[src/rtl/kgp_mem_pkg.sv]
// Shared definitions for the data-memory arbiter: FSM encodings, default widths
// and requester ids.
package kgp_mem_pkg;

    typedef enum logic [1:0] {
        IDLE  = 2'd0,
        ISSUE = 2'd1,
        WAIT  = 2'd2,
        RESP  = 2'd3
    } mem_state_e;

    localparam int DEF_ADDR_W = 32;
    localparam int DEF_DATA_W = 32;

    localparam logic R0 = 1'b0;
    localparam logic R1 = 1'b1;

endpackage

[src/rtl/rr_arb2.sv]
// Two-way round-robin picker: a lone requester always wins, a tie goes to the
// requester that was not served last.
module rr_arb2
    import kgp_mem_pkg::*;
(
    input  logic [1:0] req,
    input  logic       last_served,
    output logic       grant_id,
    output logic       grant_valid
);

    always_comb begin
        grant_valid = |req;
        grant_id    = R0;
        if (req == 2'b11) begin
            grant_id = ~last_served;
        end else if (req[1]) begin
            grant_id = R1;
        end
    end

endmodule

[src/rtl/data_mem_arbiter.sv]
// Shares one single-port DataMemory between two req/ack requesters; one memory
// strobe per transaction, read data returned with a one-cycle ack.
module data_mem_arbiter
    import kgp_mem_pkg::*;
#(
    parameter int ADDR_W       = DEF_ADDR_W,
    parameter int DATA_W       = DEF_DATA_W,
    parameter int READ_LATENCY = 1
) (
    input  logic              clk,
    input  logic              rst,
    input  logic              r0_req,
    input  logic              r0_we,
    input  logic [ADDR_W-1:0] r0_addr,
    input  logic [DATA_W-1:0] r0_wdata,
    input  logic              r1_req,
    input  logic              r1_we,
    input  logic [ADDR_W-1:0] r1_addr,
    input  logic [DATA_W-1:0] r1_wdata,
    output logic              r0_ack,
    output logic              r1_ack,
    output logic [DATA_W-1:0] rdata,
    output logic              busy,
    output logic [ADDR_W-1:0] mem_address,
    output logic [DATA_W-1:0] mem_writeData,
    output logic              MemRead,
    output logic              MemWrite,
    input  logic [DATA_W-1:0] mem_readData
);

    localparam int CNT_W = $clog2(READ_LATENCY + 1);

    mem_state_e        state_q, state_d;
    logic              id_q, id_d;
    logic              we_q, we_d;
    logic              last_served_q, last_served_d;
    logic [CNT_W-1:0]  cnt_q, cnt_d;
    logic [ADDR_W-1:0] mem_address_q, mem_address_d;
    logic [DATA_W-1:0] mem_wdata_q, mem_wdata_d;
    logic              mem_read_q, mem_read_d;
    logic              mem_write_q, mem_write_d;
    logic              r0_ack_q, r0_ack_d;
    logic              r1_ack_q, r1_ack_d;
    logic [DATA_W-1:0] rdata_q, rdata_d;

    logic              grant_id;
    logic              grant_valid;
    logic              gnt_we;
    logic [ADDR_W-1:0] gnt_addr;
    logic [DATA_W-1:0] gnt_wdata;

    rr_arb2 u_arb (
        .req         ({r1_req, r0_req}),
        .last_served (last_served_q),
        .grant_id    (grant_id),
        .grant_valid (grant_valid)
    );

    assign gnt_we    = (grant_id == R1) ? r1_we    : r0_we;
    assign gnt_addr  = (grant_id == R1) ? r1_addr  : r0_addr;
    assign gnt_wdata = (grant_id == R1) ? r1_wdata : r0_wdata;

    always_comb begin
        state_d       = state_q;
        id_d          = id_q;
        we_d          = we_q;
        last_served_d = last_served_q;
        cnt_d         = cnt_q;
        mem_address_d = mem_address_q;
        mem_wdata_d   = mem_wdata_q;
        mem_read_d    = 1'b0;
        mem_write_d   = 1'b0;
        r0_ack_d      = 1'b0;
        r1_ack_d      = 1'b0;
        rdata_d       = rdata_q;

        unique case (state_q)
            IDLE: begin
                if (grant_valid) begin
                    // Strobes are registered, so they rise together with ISSUE.
                    id_d          = grant_id;
                    last_served_d = grant_id;
                    we_d          = gnt_we;
                    mem_address_d = gnt_addr;
                    mem_wdata_d   = gnt_wdata;
                    mem_read_d    = ~gnt_we;
                    mem_write_d   = gnt_we;
                    state_d       = ISSUE;
                end
            end
            ISSUE: begin
                if (we_q) begin
                    r0_ack_d = (id_q == R0);
                    r1_ack_d = (id_q == R1);
                    state_d  = RESP;
                end else begin
                    cnt_d   = CNT_W'(READ_LATENCY);
                    state_d = WAIT;
                end
            end
            WAIT: begin
                if (cnt_q == CNT_W'(1)) begin
                    rdata_d  = mem_readData;
                    r0_ack_d = (id_q == R0);
                    r1_ack_d = (id_q == R1);
                    state_d  = RESP;
                end else begin
                    cnt_d = cnt_q - CNT_W'(1);
                end
            end
            RESP: begin
                state_d = IDLE;
            end
            default: state_d = IDLE;
        endcase
    end

    always_ff @(posedge clk) begin
        if (!rst) begin
            state_q       <= IDLE;
            id_q          <= R0;
            we_q          <= 1'b0;
            last_served_q <= R1;
            cnt_q         <= '0;
            mem_address_q <= '0;
            mem_wdata_q   <= '0;
            mem_read_q    <= 1'b0;
            mem_write_q   <= 1'b0;
            r0_ack_q      <= 1'b0;
            r1_ack_q      <= 1'b0;
            rdata_q       <= '0;
        end else begin
            state_q       <= state_d;
            id_q          <= id_d;
            we_q          <= we_d;
            last_served_q <= last_served_d;
            cnt_q         <= cnt_d;
            mem_address_q <= mem_address_d;
            mem_wdata_q   <= mem_wdata_d;
            mem_read_q    <= mem_read_d;
            mem_write_q   <= mem_write_d;
            r0_ack_q      <= r0_ack_d;
            r1_ack_q      <= r1_ack_d;
            rdata_q       <= rdata_d;
        end
    end

    assign busy          = (state_q != IDLE);
    assign r0_ack        = r0_ack_q;
    assign r1_ack        = r1_ack_q;
    assign rdata         = rdata_q;
    assign mem_address   = mem_address_q;
    assign mem_writeData = mem_wdata_q;
    assign MemRead       = mem_read_q;
    assign MemWrite      = mem_write_q;

endmodule

[config.mk]
export PLATFORM = sky130hd
export DESIGN_NAME = data_mem_arbiter
export DESIGN_NICKNAME = d
export VERILOG_FILES = /design/src/rtl/kgp_mem_pkg.sv /design/src/rtl/rr_arb2.sv /design/src/rtl/data_mem_arbiter.sv
export SDC_FILE = /design/constraint.sdc
export NUM_CORES = 1
export LEC_CHECK = 0
export CAP_MARGIN = 20
export CORE_MARGIN = 5
export CORE_UTILIZATION = 33
export CTS_CLUSTER_SIZE = 24
export DETAILED_ROUTE_END_ITERATION = 6
export PLACE_DENSITY = 0.78
export SLEW_MARGIN = 20
export SYNTH_ARGS = -nofsm -noshare
export SYNTH_HDL_FRONTEND = slang
export SYNTH_HIERARCHICAL = 1
export SYNTH_SLANG_ARGS = --single-unit
[constraint.sdc]
create_clock -name clk -period 1.3 [get_ports clk]
set_clock_uncertainty 0.05 [all_clocks]
set_input_delay 0.325 -clock clk [delete_from_list [all_inputs] [get_ports clk]]
set_output_delay 0.325 -clock clk [all_outputs]
set_load 0.02 [all_outputs]
Word-level counts from Yosys, hierarchy flattened

Index checks and enable logic that the tools add are counted.

Register bits: 106
Output and inout port bits: 101
Word-level logic and storage cells: 50

Add/subtract/negate cells: 1
Eq/ne operators: 7
Mux-type cells: 18
Bitwise operators: 3
Reduce and logical (&&, ||, !) cells: 9

Operators with widths:

| cell                  | count |
|---|---|
| $mux W32              | 2 |
| $mux W1               | 10 |
| $pmux W2 S4           | 1 |
| $reduce_and A2 Y1     | 4 |
| $eq A2 B2 Y1 const B  | 3 |
| $ne A2 B2 Y1 const B  | 3 |
| $pmux W1 S2           | 3 |
| $mux W2               | 2 |
| $reduce_bool A2 Y1    | 2 |
| $not A1 Y1            | 3 |
| $reduce_and A3 Y1     | 1 |
| $eq A2 B1 Y1 const B  | 1 |
| $logic_not A2 Y1      | 1 |
| $reduce_or A2 Y1      | 1 |
| $sub A1 B1 Y1 const B | 1 |

Longest topological paths before layout

Word-level depth: 4
Gate-level depth with buffers: 7
Depth with buffers taken out: 5

Modules after synthesis

Netlist, hierarchy kept.

By module, submodules not included:

| module           | times used | cells each | area each (um2) |
|---|---|---|---|
| data_mem_arbiter | 1          | 466        | 4170.2 |
| rr_arb2          | 1          | 2          | 13.8 |

Worst setup path after synthesis

OpenSTA, ideal clock, no wires.

Path kind: reg-to-reg
Start point: register state_q[0]
End point: register state_q[1]
Setup time: 0.070 ns
Arrival: 1.293 ns
Required time: 1.180 ns
Setup slack: -0.113 ns
Cell stages (with the launch flop): 6
Path through: dfxtp_1 inv_1 ha_1 nor2b_1 or3b_1 a21oi_1

Longest elaborated chain between the ends: 3
Elaborated cells between the ends (all ways): 8

RTL lines:

| element                                          | line                    | source |
|---|---|---|
| from (decl)                                      | data_mem_arbiter.sv:33  | `mem_state_e state_q, state_d;` |
| from (signal assigned)                           | data_mem_arbiter.sv:133 | `state_q <= state_d;` |
| $eq A2 B2 Y1 or $logic_not A2 Y1 (tied branches) | data_mem_arbiter.sv:77  | `unique case (state_q)` |
| $ne A2 B2 Y1 (no source line)                    | n/a                     |  |
| $reduce_and A2 Y1 (no source line)               | n/a                     |  |

Parallel ways exist; a longest one is shown, timed or not.
A chain may end at the register's enable or synchronous reset.

Worst setup path after layout

Start point: register state_q[0]
End point: output busy

Longest elaborated chain between the ends: 1

RTL lines:

| element            | line                    | source |
|---|---|---|
| $reduce_bool A2 Y1 | data_mem_arbiter.sv:148 | `assign busy = (state_q != IDLE);` |
| to (decl)          | data_mem_arbiter.sv:23  | `output logic busy,` |

Every way passes these cells.

==> metrics.cfg <==
[floorplanning]
dieArea_mm2=0.0150
ioPinCount=267
coreArea_mm2=0.0125
start_util=0.334
die_w_um=123
die_h_um=123
core.rowCount=41

[global_routing]
grt_pass1_wl_um=23500
antenna_found_initial=1
grt_pass1_vias=4651
grtUsageMet3=0.0608
grt_util_met2=0.370
grtUsageMet1=0.214
overflow=0
top_usage_layer=met2
grt.total_usage=0.199
grt_max_degree=53

[power_and_ir_drop]
p_switching_uw=5110
leakage_uw=0.00372
p_seq_frac=0.324
power_density_mw_per_mm2=1660
pwr-share-comb=0.478
power.share.switching=0.364
max-vdd-ir-drop_v=0.000750
pwr-share-clk=0.198
p_int_uw=8910

[place]
dp.cells=903
hpwl_um=11100
gp_congestion=0.766
portBuffers=266

[timing]
slew_headroom=0.809
slew_violations=0
max_freq_ghz=0.644
worstMarginPinSlew_ns=0.287
period_share=1.19
holdWs_ns=0.395
fin_tns_setup_ns=-13.77
finalSetupViolations=104
timing.final.ws_setup_ns=-0.252
finalHoldViolations=0
rsz0062_at_grt=true
finalCriticalPeriod_ns=1.55

[final_layout]
layout-drive-gt1-share=0.445
mostFrequentLayoutCell=clkdlybuf4s50_1
fin_util=0.677
syn2layout_area_growth_pct=103
diodes=0
final_cell_mix=clkdlybuf4s50_1 (162), dfxtp_1 (97), buf_2 (72)
fin_cells=947
nets=941

[routing]
routed_wl_um=17000
vias_per_cell=4.78
routedWlPerCell_um=18.0
vias=4528
firstDrtPassIters=4
final_antenna_net_count=0
drc=0
drtIter0Drc=115

[outcome]
status=finished with violations
violations=negative setup slack

[yosys]
synth_cells=468
ys_types=28
syn_area_mm2=0.00418
synth_area_leaders=dfxtp_1 (51%), mux2i_1 (16%), nand2_1 (12%)
yosysWarnings=6
synth_top_area_cell=dfxtp_1
yosysTopAreaCellShare=0.507
seq_area_frac_synth=0.507
synth_nets=638
syn_area_per_cell_um2=8.94
ys_ff_latch=106

[worst_hold_path]
hold_path.class=reg -> reg

[clock_network]
cts_tree=yes
holdBufCountCts=0
path_clk_slew_ns=0.06
cts_num_sinks=106
cts_buffers=9
root_buffer=clkbuf_16
cts.path.max_buffers=2
worstSkewPairLatency_ns=0.33
htreeDepth=3

[worst_setup_path]
cp-end-kind=output pin
worst_ep_arrival_time_ns=1.18
crit_fanout=2
cp-start-kind=flop
worst-setup-path-type=reg -> out
ff2ff_setup_slack_ns=-0.21
required_ns=0.93

[flow_run]
max_cap_violations=0

-- area by class of cell --
type / instances / area [µm²]
Clock inverter: 4 / 51.3
Inverter: 7 / 31.3
Timing Repair Buffer: 324 / 3200
Fill cell: 951 / 4040
Multi-Input combinational cell: 323 / 2590
Sequential cell: 106 / 2130
Tap cell: 172 / 215
Clock buffer: 11 / 253
-- routing by layer --
metal  up-vias  share of wire
met5         -        0.00076
met3        33          0.081
li1       2182              -
met4         2          0.021
met2       187           0.53
met1      2124           0.37
-- flip-flops by register name, summed over array words and instances, names as in the netlist --
| register | flops |
|---|---|
| MemRead | 1 |
| MemWrite | 1 |
| cnt_q | 1 |
| id_q | 1 |
| last_served_q | 1 |
| mem_address | 32 |
| mem_writeData | 32 |
| r0_ack | 1 |
| r1_ack | 1 |
| rdata | 32 |
| state_q | 2 |
| we_q | 1 |
-- stage by stage --
stage | cell area (µm²) | worst slack, ns | power [µW]
after floorplan | 4200 | -0.0340 | 6790
after global placement | 7230 | -0.602 | 9180
after detailed placement | 7230 | -0.623 | 9350
after CTS | 7700 | -0.255 | 12700
after global routing | 8470 | -0.306 | 14700
final | 8470 | -0.252 | 14000
-- path summary, 6_finish.rpt --
check,startpoint,endpoint,depth (start not counted)
hold reg to reg,mem_writeData[0],mem_writeData[0],2
setup / recovery,state_q[0],busy,5
hold / removal,mem_writeData[0],mem_writeData[0],2
setup reg to reg,state_q[0],mem_address[29],9
-- critical path: stages, from the launching register on --
cell,delay [ns]
dfxtp_2,0.36
inv_4,0.04
ha_4,0.16
buf_6,0.12
inv_4,0.05
buf_6,0.11
-- synthesized netlist by cell type --
cell,count
clkinv_1,1
or2_1,1
buf_6,6
o211ai_1,1
and2_1,1
clkbuf_1,7
or3b_1,1
o21ai_0,60
a21boi_2,1
o31ai_1,1
buf_1,2
o311a_1,1
ha_1,4
nand2_1,131
nand3_1,2
inv_1,6
a21oi_1,34
dfxtp_1,106
mux2i_1,65
a21boi_1,1
nand3b_1,1
o21ai_1,7
buf_2,14
nor2b_1,4
nand3_2,1
a21o_1,1
nor2_1,5
buf_4,3
-- power groups by stage --
stage	Combinational, µW	Clock, µW	Sequential [µW]
2_1_floorplan	1660	0	5120
3_3_place_gp	4820	0	4370
3_5_place_dp	4950	0	4400
4_1_cts	5600	2810	4330
5_1_grt	7100	2980	4620
6_report	6710	2770	4550
-- timing repair --
action | in CTS | in global routing
buffers inserted | 15 | 5
pin swaps | 8 | 62
resized for setup | 472 | 266
setup endpoints to repair | 203 | 108
gates cloned | 13 | 2
-- kinds of logic after synthesis --
group	synth area share
AO/OA/AOI/OAI	0.133
adder cells (fa/ha/maj)	0.0120
buffers and inverters	0.0526
flip-flops	0.507
multiplexers	0.156
AND/OR/NAND/NOR	0.140
Note: power is estimated with default switching activity, not from simulation.
